===== config.mk =====
export PLATFORM = sky130hd
export DESIGN_NAME = fetch_predictor
export DESIGN_NICKNAME = d
export VERILOG_FILES = /design/src/rtl/fetch_pred_pkg.sv /design/src/rtl/fetch_predictor_ras.sv /design/src/rtl/fetch_predictor.sv
export SDC_FILE = /design/constraint.sdc
export NUM_CORES = 1
export LEC_CHECK = 0
export CAP_MARGIN = 20
export CORE_ASPECT_RATIO = 0.7
export CORE_MARGIN = 3
export CORE_UTILIZATION = 35
export CTS_CLUSTER_DIAMETER = 80
export CTS_CLUSTER_SIZE = 10
export DETAILED_ROUTE_END_ITERATION = 12
export DONT_BUFFER_PORTS = 1
export SLEW_MARGIN = 30
export SYNTH_ARGS = -nofsm -noshare
export SYNTH_HDL_FRONTEND = slang
export SYNTH_HIERARCHICAL = 1
export SYNTH_SLANG_ARGS = --single-unit
export TNS_END_PERCENT = 10

===== constraint.sdc =====
create_clock -name clk -period 13.8 [get_ports clk]
set_clock_uncertainty 0.2 [all_clocks]
set_input_delay 1.38 -clock clk [delete_from_list [all_inputs] [get_ports clk]]
set_output_delay 1.38 -clock clk [all_outputs]
set_load 0.02 [all_outputs]

===== src/rtl/fetch_pred_pkg.sv =====
// Shared definitions for the fetch predictor: counter encodings, link
// register numbers and the checkpoint width helper.
package fetch_pred_pkg;

  typedef enum logic [1:0] {
    CNT_SNT = 2'b00,
    CNT_WNT = 2'b01,
    CNT_WT  = 2'b10,
    CNT_ST  = 2'b11
  } cnt_e;

  localparam logic [1:0] CNT_RESET = CNT_WNT;

  // Architectural link registers recognised by decode for call/return hints.
  localparam logic [4:0] LINK_X1 = 5'd1;
  localparam logic [4:0] LINK_X5 = 5'd5;

  // Checkpoint is {ghr, ras_top, ras_count}; count needs one extra bit to
  // represent a full stack. Pass ghr_w = 0 when history is compiled out.
  function automatic int ckpt_w(input int ghr_w, input int ras_depth);
    return ghr_w + 2 * $clog2(ras_depth) + 1;
  endfunction

endpackage


===== src/rtl/fetch_predictor_ras.sv =====
// Circular return address stack. top points at the most recent entry;
// count saturates at RAS_DEPTH so a push on a full stack silently
// overwrites the oldest entry. restore rewinds top/count only.
module ras_stack #(
  parameter  int XLEN      = 32,
  parameter  int RAS_DEPTH = 4,
  localparam int PW        = $clog2(RAS_DEPTH),
  localparam int CW        = PW + 1
) (
  input  logic            clk,
  input  logic            rst,
  input  logic            push,
  input  logic            pop,
  input  logic            restore,
  input  logic [PW-1:0]   restore_top,
  input  logic [CW-1:0]   restore_count,
  input  logic [XLEN-1:0] link,
  output logic [PW-1:0]   top,
  output logic [CW-1:0]   count,
  output logic [XLEN-1:0] target
);

  logic [XLEN-1:0] mem [RAS_DEPTH];
  logic            empty;
  logic            full;

  assign empty  = (count == '0);
  assign full   = (count == CW'(RAS_DEPTH));
  assign target = empty ? '0 : mem[top];

  // Push/pop/restore; a simultaneous pop+push on a non-empty stack
  // collapses into an in-place replace of the top entry.
  always_ff @(posedge clk) begin
    if (rst) begin
      for (int i = 0; i < RAS_DEPTH; i++) mem[i] <= '0;
      top   <= '0;
      count <= '0;
    end else if (restore) begin
      top   <= restore_top;
      count <= restore_count;
    end else if (push) begin
      if (pop && !empty) begin
        mem[top] <= link;
      end else begin
        mem[top + PW'(1)] <= link;
        top               <= top + PW'(1);
        if (!full) count  <= count + CW'(1);
      end
    end else if (pop && !empty) begin
      top   <= top - PW'(1);
      count <= count - CW'(1);
    end
  end

endmodule


===== src/rtl/fetch_predictor.sv =====
// IF-stage direction + return address predictor.
// Build option FETCH_PRED_GSHARE_EN: when defined the counter index is
// gshare (pc ^ global history) and the checkpoint carries the history;
// otherwise the index is pc-only and the checkpoint holds only RAS state.
module fetch_predictor
  import fetch_pred_pkg::*;
#(
  parameter  int XLEN      = 32,
  parameter  int BHT_DEPTH = 64,
  parameter  int GHR_WIDTH = 6,
  parameter  int RAS_DEPTH = 4,
`ifdef FETCH_PRED_GSHARE_EN
  localparam int GW        = GHR_WIDTH,
`else
  localparam int GW        = 0,
`endif
  localparam int CKW       = ckpt_w(GW, RAS_DEPTH)
) (
  input  logic            clk,
  input  logic            rst,
  input  logic            PL_stall,
  input  logic            PL_flush,
  input  logic            q_valid,
  input  logic [XLEN-1:0] q_pc,
  input  logic            q_btype,
  input  logic            q_call,
  input  logic            q_ret,
  input  logic [XLEN-1:0] q_link,
  output logic            pred_taken,
  output logic            ras_valid,
  output logic [XLEN-1:0] ras_target,
  output logic [CKW-1:0]  pred_ckpt,
  input  logic            upd_valid,
  input  logic [XLEN-1:0] upd_pc,
  input  logic            upd_taken,
  input  logic [CKW-1:0]  upd_ckpt
);

  localparam int IDXW = $clog2(BHT_DEPTH);
  localparam int PW   = $clog2(RAS_DEPTH);
  localparam int CW   = PW + 1;

  if (GHR_WIDTH > IDXW) begin : g_bad_ghr
    $error("GHR_WIDTH must not exceed log2(BHT_DEPTH)");
  end

  logic [1:0]      cnt [BHT_DEPTH];
  logic [IDXW-1:0] q_idx;
  logic [IDXW-1:0] u_idx;
  logic [PW-1:0]   ras_top;
  logic [CW-1:0]   ras_count;
  logic            spec_ok;

  // Speculative state only moves for a live, unstalled, unflushed query.
  assign spec_ok = q_valid & ~PL_stall & ~PL_flush;

`ifdef FETCH_PRED_GSHARE_EN
  logic [GHR_WIDTH-1:0] ghr;
  logic [GHR_WIDTH-1:0] u_ghr;

  assign u_ghr     = upd_ckpt[CKW-1 -: GHR_WIDTH];
  assign q_idx     = q_pc[IDXW+1:2] ^ IDXW'(ghr);
  assign u_idx     = upd_pc[IDXW+1:2] ^ IDXW'(u_ghr);
  assign pred_ckpt = {ghr, ras_top, ras_count};

  // Global history: flush rebuilds from the branch's checkpoint (plus its
  // resolved outcome), otherwise shift in each predicted B-type direction.
  always_ff @(posedge clk) begin
    if (rst)
      ghr <= '0;
    else if (PL_flush)
      ghr <= upd_valid ? {u_ghr[GHR_WIDTH-2:0], upd_taken} : u_ghr;
    else if (q_valid && q_btype && !PL_stall)
      ghr <= {ghr[GHR_WIDTH-2:0], pred_taken};
  end
`else
  assign q_idx     = q_pc[IDXW+1:2];
  assign u_idx     = upd_pc[IDXW+1:2];
  assign pred_ckpt = {ras_top, ras_count};
`endif

  logic unused_pc_bits;
  assign unused_pc_bits = ^{q_pc[1:0], q_pc[XLEN-1:IDXW+2],
                            upd_pc[1:0], upd_pc[XLEN-1:IDXW+2]};

  // Read is a plain combinational lookup of the registered table, so a
  // same-cycle update to the same index is seen only from the next cycle.
  assign pred_taken = q_btype & cnt[q_idx][1];
  assign ras_valid  = q_ret & (ras_count != '0);

  // Saturating counter training; resolved updates land even while stalled
  // or flushing.
  always_ff @(posedge clk) begin
    if (rst) begin
      for (int i = 0; i < BHT_DEPTH; i++) cnt[i] <= CNT_RESET;
    end else if (upd_valid) begin
      if (upd_taken && cnt[u_idx] != CNT_ST)
        cnt[u_idx] <= cnt[u_idx] + 2'd1;
      else if (!upd_taken && cnt[u_idx] != CNT_SNT)
        cnt[u_idx] <= cnt[u_idx] - 2'd1;
    end
  end

  ras_stack #(
    .XLEN      (XLEN),
    .RAS_DEPTH (RAS_DEPTH)
  ) u_ras (
    .clk           (clk),
    .rst           (rst),
    .push          (spec_ok & q_call),
    .pop           (spec_ok & q_ret),
    .restore       (PL_flush),
    .restore_top   (upd_ckpt[CW+PW-1:CW]),
    .restore_count (upd_ckpt[CW-1:0]),
    .link          (q_link),
    .top           (ras_top),
    .count         (ras_count),
    .target        (ras_target)
  );

endmodule


======== Word level (Yosys, flattened, before mapping) ========
Memories as Yosys holds them, arrays and structs flattened. A register that Yosys moved wholly into a read port is not among the register bits.
Cells that the tools add are included.
word-level totals
  memories kept ........................... 2
  memory bits (writable) .................. 256
  word-level logic and storage cells ...... 80
  output and inout port bits .............. 39
  register bits after elaboration ......... 5
memories
  memory     words  width  rd ports  clocked after Yosys merged registers in  wr ports  line                       RTL
  cnt        64     2      2         0                                        64        fetch_predictor.sv:47      logic [1:0] cnt [BHT_DEPTH];
  u_ras.mem  4      32     1         1                                        4         fetch_predictor_ras.sv:23  logic [XLEN-1:0] mem [RAS_DEPTH];
cells by class
  eq/ne operators ......................... 4
  $add $sub $neg .......................... 6
  bitwise logic cells ..................... 9
  muxes and demuxes ....................... 43
  reduce and logical (&&, ||, !) cells .... 14
operators with widths
  kind                                                                number
  32-bit 2-to-1 mux                                                   3
  32-bit OR reduction                                                 2
  1-bit 2-to-1 mux                                                    24
  2-bit 2-to-1 mux                                                    10
  3-bit 2-to-1 mux                                                    5
  1-bit bitwise AND                                                   6
  6-bit 2-to-1 mux                                                    1
  3-bit != test, second input constant                                2
  3-bit nonzero test                                                  2
  2-bit by 1-bit adder with 2-bit output, second input constant       2
  2-bit by 1-bit subtractor with 2-bit output, second input constant  2
  3-bit by 1-bit adder with 3-bit output, second input constant       1
  3-bit == test, second input constant                                1
  1-bit logical AND                                                   3
  3-bit zero test                                                     1
  3-bit AND reduction                                                 1
  3-bit by 1-bit subtractor with 3-bit output, second input constant  1
  1-bit zero test                                                     2
  2-bit != test, second input constant                                1
  1-bit inverter                                                      2
  2-bit AND reduction                                                 1
  2-bit nonzero test                                                  1
  2-bit OR reduction                                                  1
  1-bit OR                                                            1

======== Depth between registers and ports, before layout ========
Gate-level depths: netlist (run 1).
  word-level depth ........................ 13
  mapped depth ............................ 12
  mapped depth without buffers ............ 8

======== Hierarchy ========
The synthesis (run 1) kept the hierarchy.
modules (own cells, without submodules)
  module           area an instance (sq um)  cells each  times used  seq. area each (sq um)
  fetch_predictor  7,707.4                   600         1           3,843.7
  ras_stack        6,010.8                   439         1           3,983.8

======== Worst setup path before layout (run 1) ========
OpenSTA, ideal clock, no wires.
  kind .................................... input to register
  from .................................... input port q_ret
  to ...................................... memory u_ras.mem[2][0], enable pin
  stages .................................. 5
  buffers on the path ..................... 0
  arrival ................................. 4.992 ns
  slack ................................... 8.143 ns
  library setup time ...................... 0.466 ns
  required time ........................... 13.134 ns
  path through ............................ nor4bb_1 -> o31ai_4 -> nor3b_1 -> a21oi_1 -> o21ai_0
RTL lines
  element          line                       RTL
  start, declared  fetch_predictor.sv:27      input logic q_ret,
  end, declared    fetch_predictor_ras.sv:23

======== Worst setup path after layout (run 1) ========
  from .................................... input port q_pc[2]
  to ...................................... output port pred_taken
on the way
  cells in the longest elaborated chain, start to end .. 2
RTL lines
  element                 line                   RTL
  start, declared         fetch_predictor.sv:24  input logic [XLEN-1:0] q_pc,
  memory read 64 x 2 bit  n/a
  1-bit bitwise AND       fetch_predictor.sv:88  assign pred_taken = q_btype & cnt[q_idx][1];
  end, declared           fetch_predictor.sv:29  output logic pred_taken,
No other way between the ends.

==> reports/results.ini, run 1 <==
[run_status]
status = finished clean

[floorplan]
dieWidth_um = 243
design.core.area_um2 = 38500
die_h_um = 172
start_util = 0.356
placementRows = 60
die-area_um2 = 41600
io-pin-count = 150

[routing]
drt_first_iter_violations = 967
viasPerCell = 5.82
highest_layer = met4
wl_per_cell_um = 25.5
met3WireLength_mm = 3.61
routed_wl_mm = 39.2
remaining_drc_errors = 0
dr_wl_met2_mm = 17.2
first_pass_iters = 5
m1WireLength_mm = 17.2
num_vias = 8949
ant_nets = 0

[finish]
drive_above_1_share = 0.215
fillers = 3638
multi_input_area_um2 = 5320
area_delta_synth_final_pct = 9.44
fin_area_um2 = 15000
fin_nets = 1108
register_area_um2 = 7830

[setup_path]
crit_path_frequent_cell = mux4_2
max_stage_delay_ns = 0.53
cp_max_fo = 16
crit_path_top_delay_cell = mux4_2
crit_required_ns = 12.22
setup.worst_path.end_class = output pin
crit_path_cell_trace = mux4_2 -> mux4_2 -> mux4_2 -> and2_1
startpoint_type = input pin
path_class = input pin to output pin
critPathArrivalTime_ns = 3.14

[cts]
h-tree-depth = 1
clock_path_buffers = 3
clk_pin_slew_worst_paths_ns = 0.06
numCtsBuffers = 30
cts_sinks = 263
cts_resized = 0
holdBufCountCts = 0
post_cts_buffers = 0
insertion_delay_ns = 0.58
cts_root_buf = clkbuf_16
tritoncts = done

[grt]
grt_pass1_wl_mm = 58.3
grtUsageTotal = 0.185
overflow = 0
grt_antenna_before_repair = 1
grt_max_degree = 73
grt_pass1_vias = 9072

[timing]
fin_crit_ns = 4.72
finalMaxSlewViolations = 0
final.setup.tns_ns = 0
grt_setup_unrepaired = false
fmax_mhz = 212
max-slew-margin-rel = 0.342
min_period_over_period = 0.342
hold_viol = 0
setup_viol_count_final = 0
setup_slack_ns = 9.08
worst_slew_pin_slew_ns = 0.983

[power_and_ir_drop]
switchingPower_w = 0.000481
intPower_w = 0.00140
combPwrFrac = 0.119
p_seq_frac = 0.487
ir_drop_mv = 0.0903
power_leakage_nw = 4.77
switching_share = 0.256
power_frac_clock = 0.394
powerDensity_nw_per_um2 = 125

[yosys]
ys_seq_area_frac = 0.571
synthTopCellsByArea = edfxtp_1 56%, mux4_2 9.0%, nor4_2 5.6%
syn_inst = 1039
yosys_warnings = 6
netlist-cell-type-count = 60
synthesis.nets = 1151
syn_area_um2 = 13700
synthMuxAreaShare = 0.118
ys_async_sr_fraction = 0
synth.top_cell.area_share = 0.560
synth_seq_cells = 263
synth_top_family_by_area = simple AND/OR/NAND/NOR gates
synthSimpleGateAreaFrac = 0.166
synth_edf_count = 256
synth_top_cell_by_area = edfxtp_1
synth_compound_area_frac = 0.0893
ys.flop_type = edfxtp_1
synthXorXnorAreaFrac = 0.00511
synthAdderAreaFrac = 0.00146
synth_most_common_cell = edfxtp_1
ys_top_cells_by_count = 256 x edfxtp_1, 115 x nand2_1, 115 x nor2_1
avgSynthCellArea_um2 = 13.2

[placed_design]
placed_cell_area_um2 = 14100
post-place-ws_ns = 8.75
dp_hpwl_mm = 24.5
port_buffers = 0
gp_congestion = 0.869

[min_path]
hold_path.class = flip-flop to flip-flop

[run]
cap_violations = 0

power groups by stage:
stage,Combinational (W),Sequential (W),Clock (W)
final,0.000224,0.000914,0.000740
after global routing,0.000237,0.000916,0.000787
after CTS,0.000224,0.000914,0.000757
after detailed placement,0.000223,0.000931,0
after global placement,0.000221,0.000929,0
after floorplan,0.000185,0.000925,0
worst paths after layout:
path	from	endpoint	slack, ns	cells after the start
min	u_ras/count[0]	u_ras/count[0]	0.63	2
min reg2reg	u_ras/count[0]	u_ras/count[0]	0.63	2
max	q_pc[2]	pred_taken	9.08	4
max reg2reg	cnt[0][1]	cnt[32][0]	9.98	9
placed cells by master (no fill, tap or decap), drive strengths merged, types with 3 or more instances in the layout:
cell | netlist | final
a21oi | 7 | 7
a221oi | 16 | 16
a22o | 5 | 5
a22oi | 9 | 9
a31o | 65 | 65
a32o | 5 | 5
and2 | 10 | 10
and3 | 4 | 4
buf | 50 | 24
clkbuf | 49 | 44
dfxtp | 7 | 7
edfxtp | 256 | 256
inv | 40 | 40
mux2 | 6 | 6
mux2i | 28 | 28
mux4 | 56 | 56
nand2 | 115 | 115
nand2b | 5 | 5
nand3 | 7 | 7
nor2 | 116 | 116
nor2b | 42 | 42
nor3 | 7 | 7
nor3b | 3 | 3
nor4 | 65 | 65
o21ai | 9 | 9
o22ai | 11 | 11
o31ai | 6 | 6
or2 | 6 | 6
or3 | 5 | 5
xnor2 | 6 | 6
critical path: cells and delay by family:
| family | cells | cell delay [ns] |
|---|---|---|
| mux | 3 | 1.51 |
| simple gates | 1 | 0.24 |
logic make-up (layout without fill, tap and decap cells):
kind of cell,after synthesis,count (layout)
DFF,263,263
AOI/OAI and AO/OA,147,147
buffers and inverters,139,109
other,0,1
and+or+nand+nor,391,391
adders and majority gates,1,1
xor gates and xnor gates,8,8
muxes,90,90
per-layer routing:
| metal | GRT usage | up-vias |
|---|---|---|
| met3 | 0.0429 | 75 |
| met2 | 0.275 | 427 |
| met1 | 0.267 | 4582 |
| met5 | 0 | - |
| li1 | - | 3865 |
| met4 | 0.0613 | 0 |
state kept, by name, indices dropped and copies added, names as in the netlist, named ones only:
| register | cells |
|---|---|
| cnt | 128 |
| u_ras/count | 3 |
| u_ras/mem | 128 |
| u_ras/top | 2 |
layout make-up:
type,count,share of cell area
Inverter,40,0.0100
Antenna cell,1,0.000167
Clock inverter,1,0.00200
Tap cell,527,0.0439
Clock buffer,44,0.0556
Multi-Input combinational cell,637,0.355
Sequential cell,263,0.521
Timing Repair Buffer,24,0.0123
per-stage QoR:
| stage | hold WS (ns) | power (W) | instances | utilization |
|---|---|---|---|---|
| after detailed placement | 0.605 | 0.00115 | 1491 | 0.367 |
| after CTS | 0.624 | 0.00190 | 1536 | 0.390 |
| after global placement | 0.606 | 0.00115 | 1491 | 0.367 |
| after floorplan | 0.535 | 0.00111 | 1039 | - |
| after global routing | 0.663 | 0.00194 | 1537 | 0.390 |
| final | 0.631 | 0.00188 | 1537 | 0.390 |
No activity file was read; power rests on OpenSTA's default activity.
==> run 2: changes to the inputs <==
clock period = 3.9 ns   (was 13.8 ns; I/O delays follow)
==> reports/results.ini, run 2 (synthesis gave the netlist of run 1 again) <==
[cts]
clk_pin_slew_worst_paths_ns = 0.06  ; about the same
h-tree-depth = 1  ; unchanged
numCtsBuffers = 30  ; unchanged
cts_resized = 0  ; unchanged
cts_sinks = 263  ; unchanged
tritoncts = done
insertion_delay_ns = 0.55  ; -0.03 ns
clock_path_buffers = 3  ; unchanged
cts_root_buf = clkbuf_16

[routing]
ant_nets = 0  ; unchanged
wl_per_cell_um = 25.2  ; -1.4%
viasPerCell = 5.80  ; -0.46%
remaining_drc_errors = 0  ; unchanged
first_pass_iters = 5  ; unchanged
num_vias = 9290  ; +3.8%
met3WireLength_mm = 3.77  ; +4.4%
highest_layer = met4
dr_wl_met2_mm = 17.3  ; +0.73%
routed_wl_mm = 40.3  ; +2.9%
m1WireLength_mm = 18.1  ; +5.6%
drt_first_iter_violations = 985  ; +1.9%

[finish]
multi_input_area_um2 = 5300  ; -0.42%
register_area_um2 = 7830  ; unchanged
reg_top3 = cnt x128, u_ras/mem x128, u_ras/count x3
fillers = 3508  ; -3.6%
diodes = 0  ; -1
fin_nets = 1177  ; +6.2%
drive_above_1_share = 0.224  ; +0.00891
layout_commonest_cell = edfxtp_1
area_delta_synth_final_pct = 14.1
layout_common_cells = 256 x edfxtp_1, 114 x nand2_1, 113 x nor2_1, 61 x nor4_2, 60 x a31o_1
final_util = 0.407  ; +0.0168

[floorplan]
io-pin-count = 150  ; unchanged
start_util = 0.356  ; unchanged
dieWidth_um = 243  ; unchanged
design.core.area_um2 = 38500  ; unchanged
placementRows = 60  ; unchanged
die_h_um = 172  ; unchanged
die-area_um2 = 41600  ; unchanged

[setup_path]
startpoint_type = flip-flop
setup.worst_path.end_class = flip-flop
crit_required_ns = 3.96  ; -8.26 ns
critPathArrivalTime_ns = 3.41  ; +0.27 ns
path_buf_inv = 1  ; +1
crit_path_cell_trace = mux2_2 -> o2bb2ai_1 -> o21ai_0 -> o211ai_1 -> nor4b_4 -> nor2_1 -> o31ai_4 -> buf_12 -> a31o_1
path_class = flip-flop to flip-flop
cp_top_family = compound AO/OA/AOI/OAI gates
crit_path_top_delay_cell = nor4b_4
cp_max_fo = 64  ; +48
max_stage_delay_ns = 0.47  ; -0.06 ns

[placed_design]
dp_hpwl_mm = 25.2  ; +2.6%
port_buffers = 0  ; unchanged
gp_congestion = 0.877  ; +0.91%

[timing]
min_period_over_period = 0.858
final.setup.tns_ns = 0  ; unchanged
hold_viol = 0  ; unchanged
fin_crit_ns = 3.35
hold_ws_ns = 0.0353  ; -0.596 ns
max-slew-margin-rel = 0.340  ; -0.00234
worst_slew_pin_slew_ns = 0.989  ; +0.00511 ns
grt_setup_unrepaired = false
fmax_mhz = 299
finalMaxSlewViolations = 0  ; unchanged
setup_viol_count_final = 0  ; unchanged

[run]
cap_violations = 0  ; unchanged

[grt]
grt_antenna_before_repair = 0  ; -1
grtUsageTotal = 0.190  ; +0.00494
grt_pass1_wl_mm = 59.6  ; +2.1%
overflow = 0  ; unchanged
grt_max_degree = 70  ; -4.1%
grt_pass1_vias = 9069  ; -0.033%

[run_status]
status = finished clean

[power_and_ir_drop]
powerDensity_nw_per_um2 = 424  ; +240%
power_leakage_nw = 5.10  ; +6.9%
ir_drop_mv = 0.277  ; +210%

[min_path]
hold_path.class = input pin to flip-flop

-- run 2: final timing paths --
check,from,end,slack [ns],cells after the start
max reg2reg,cnt[42][1],cnt[53][1],0.55,9
min reg2reg,u_ras/top[1],flip-flop,0.71,3
max,cnt[42][1],cnt[53][1],0.55,9
min,rst,flip-flop,0.04,2
-- run 2: layout make-up --
class,instances,share of cell area
inverter,40,0.00959
timing repair buffer,93,0.0571
tap,527,0.0421
clock buffer,42,0.0522
multi-input combinational,637,0.339
sequential,263,0.500
clock inverter,1,0.000559
-- run 2: metrics by stage --
step / instances / area, um^2 / setup slack [ns] / power, W
2_1_floorplan: 1039 / 13700 / -0.756 / 0.00393
4_1_cts: 1603 / 15700 / 0.556 / 0.00671
3_5_place_dp: 1519 / 14400 / 0.311 / 0.00412
3_3_place_gp: 1519 / 14400 / 0.374 / 0.00411
6_report: 1603 / 15700 / 0.555 / 0.00664
5_1_grt: 1603 / 15700 / 0.417 / 0.00686
-- run 2: routing by layer --
layer | up-vias | track usage
met5 | - | 0
met4 | 0 | 0.0532
met3 | 79 | 0.0460
met2 | 460 | 0.282
met1 | 4742 | 0.277
li1 | 4009 | -
-- run 2: power breakdown --
| group | total [W] | internal [W] | switching [W] |
|---|---|---|---|
| Combinational | 0.000874 | 0.000312 | 0.000562 |
| Sequential | 0.00325 | 0.00318 | 0.0000666 |
| Clock | 0.00252 | 0.00143 | 0.00109 |
-- run 2: timing repair --
action                                 CTS  global route
endpoints found under the hold margin  265             0
buffers inserted                         0             0
hold buffers                            41             0
-- run 2: worst register-to-register path: cells and delay by family, from the launching register on --
| kind | cells | cell delay, ns |
|---|---|---|
| buffers and inverters | 1 | 0.35 |
| muxes | 1 | 0.29 |
| AOI/OAI and AO/OA | 5 | 1.22 |
| and+or+nand+nor | 2 | 0.60 |
| DFF | 1 | 0.41 |
==> run 3: changes to the inputs <==
CTS_CLUSTER_SIZE = 28   (was 10)
==> reports/results.ini, run 3 (synthesis gave the netlist of run 1 again) <==
[setup_path]
cp_max_fo = 64  ; unchanged
path_class = flip-flop to flip-flop
worstReg2RegStart = cnt[4][1]
rr_endpoint = cnt[53][1]
worstRegToRegCells = 9  ; unchanged
critPathArrivalTime_ns = 3.37  ; -0.04 ns
r2r_setup_slack_ns = 0.55  ; about the same
crit_required_ns = 3.92  ; -0.04 ns
setup.worst_path.end_class = flip-flop
startpoint_type = flip-flop

[min_path]
whs_path_depth = 4  ; +2
min_from = PL_flush
hold_path.class = input pin to flip-flop

[floorplan]
dieWidth_um = 243  ; unchanged
die-area_um2 = 41600  ; unchanged
placementRows = 60  ; unchanged
die_h_um = 172  ; unchanged
start_util = 0.356  ; unchanged
io-pin-count = 150  ; unchanged
design.core.area_um2 = 38500  ; unchanged

[grt]
grt_antenna_before_repair = 0  ; unchanged
grt_pass1_vias = 8956  ; -1.2%
grt_pass1_wl_mm = 58.9  ; -1.2%
overflow = 0  ; unchanged
grt_max_degree = 70  ; unchanged
grtUsageTotal = 0.188  ; -0.00197

[cts]
cts_root_buf = clkbuf_16
tritoncts = done
clk_pin_slew_worst_paths_ns = 0.10  ; +0.04 ns
clock_path_buffers = 3  ; unchanged
cts_resized = 0  ; unchanged
h-tree-depth = 1  ; unchanged
insertion_delay_ns = 0.52  ; -0.03 ns
numCtsBuffers = 15  ; -50%
cts_sinks = 263  ; unchanged

[routing]
dr_wl_met2_mm = 17.0  ; -1.8%
ant_nets = 0  ; unchanged
routed_wl_mm = 39.8  ; -1.2%
met3WireLength_mm = 4.23  ; +12%
first_pass_iters = 5  ; unchanged
wl_per_cell_um = 25.2  ; about the same
highest_layer = met4
m1WireLength_mm = 17.4  ; -4.0%
num_vias = 9217  ; -0.79%
remaining_drc_errors = 0  ; unchanged
drt_first_iter_violations = 952  ; -3.4%
viasPerCell = 5.82  ; +0.47%

[finish]
layout_common_cells = 256 x edfxtp_1, 114 x nand2_1, 113 x nor2_1, 61 x nor4_2, 60 x a31o_1
layout_commonest_cell = edfxtp_1
fillers = 3537  ; +0.83%
diodes = 0  ; unchanged
drive_above_1_share = 0.221  ; -0.00333
area_delta_synth_final_pct = 11.6
final_util = 0.397  ; -0.00916
fin_nets = 1161  ; -1.4%
reg_top3 = cnt x128, u_ras/mem x128, u_ras/count x3

[timing]
finalMaxSlewViolations = 0  ; unchanged
min_period_over_period = 0.859  ; +0.000955
max-slew-margin-rel = 0.357  ; +0.0174
fin_crit_ns = 3.35  ; +0.00372 ns
final.setup.tns_ns = 0  ; unchanged
hold_viol = 0  ; unchanged
worst_slew_pin_slew_ns = 0.962  ; -0.0261 ns
grt_setup_unrepaired = false
fmax_mhz = 299  ; -0.11%
setup_viol_count_final = 0  ; unchanged

[power_and_ir_drop]
powerDensity_nw_per_um2 = 385  ; -9.1%
ir_drop_mv = 0.209  ; -24%
power_leakage_nw = 4.92  ; -3.5%

[run_status]
status = finished clean

[run]
cap_violations = 0  ; unchanged

[placed_design]
gp_congestion = 0.877  ; unchanged
dp_hpwl_mm = 25.2  ; unchanged
port_buffers = 0  ; unchanged

==> run 3: cell count changes in the layout (fill, tap and decap cells not counted) <==
cell,before,now
dlygate4sd3_1,40,39
clkinv_16,0,1
clkinv_4,0,1
inv_8,0,1
inv_6,1,3
clkbuf_1,11,0
clkinv_8,0,1
clkinvlp_4,0,2
clkbuf_16,31,15
==> run 3: repair_timing <==
action                     4_1_cts  5_1_grt
hold buffers                    40        0
setup endpoints to repair        0        0
hold endpoints to repair       264        0
buffers inserted                 0        0
==> run 3: layout make-up <==
cell class | instances | area, um^2 | area share
Tap cell | 527 | 659 | 0.0431
Clock buffer | 15 | 375 | 0.0245
Sequential cell | 263 | 7830 | 0.511
Inverter | 40 | 150 | 0.00981
Timing Repair Buffer | 92 | 883 | 0.0577
Multi-Input combinational cell | 637 | 5300 | 0.346
Clock inverter | 9 | 108 | 0.00703
==> run 3: worst max-delay path, stage by stage, from the launching register on <==
cell	delay, ns
edfxtp_1	0.43
mux4_1	0.50
nor2_1	0.12
a31oi_1	0.06
o21ai_0	0.26
nor4b_4	0.44
nor2_1	0.13
o31ai_4	0.27
buf_12	0.35
a31o_1	0.26
==> run 3: how the worst max path moves through the flow <==
stage	start	endpoint	slack (ns)
3_5_place_dp	upd_pc[4]	cnt[53][0]	0.31
5_1_grt	cnt[4][1]	cnt[53][1]	0.39
4_1_cts	cnt[4][1]	cnt[53][1]	0.56
3_3_place_gp	upd_pc[4]	cnt[6][1]	0.37
2_1_floorplan	q_ret	u_ras/mem[1][0]	-0.76
6_report	cnt[4][1]	cnt[53][1]	0.55
==> run 3: power breakdown <==
| part | internal, W | total [W] | switching (W) |
|---|---|---|---|
| sequential | 0.00317 | 0.00324 | 0.0000669 |
| clock | 0.000756 | 0.00178 | 0.00103 |
| combinational | 0.000311 | 0.000872 | 0.000561 |
==> run 3: per-stage QoR <==
step	cell area (um^2)	hold slack, ns	instances	worst slack [ns]	total power, W
2_1_floorplan	13700	0.263	1039	-0.756	0.00393
3_3_place_gp	14400	0.276	1519	0.374	0.00411
3_5_place_dp	14400	0.279	1519	0.311	0.00412
4_1_cts	15300	0.00315	1583	0.564	0.00596
5_1_grt	15300	0.0428	1583	0.389	0.00611
6_report	15300	0.0334	1583	0.551	0.00590
==> run 3: per-layer routing <==
metal,track usage,up-vias
met5,0,-
met3,0.0542,62
met2,0.274,463
met1,0.271,4730
li1,-,3962
met4,0.0579,0
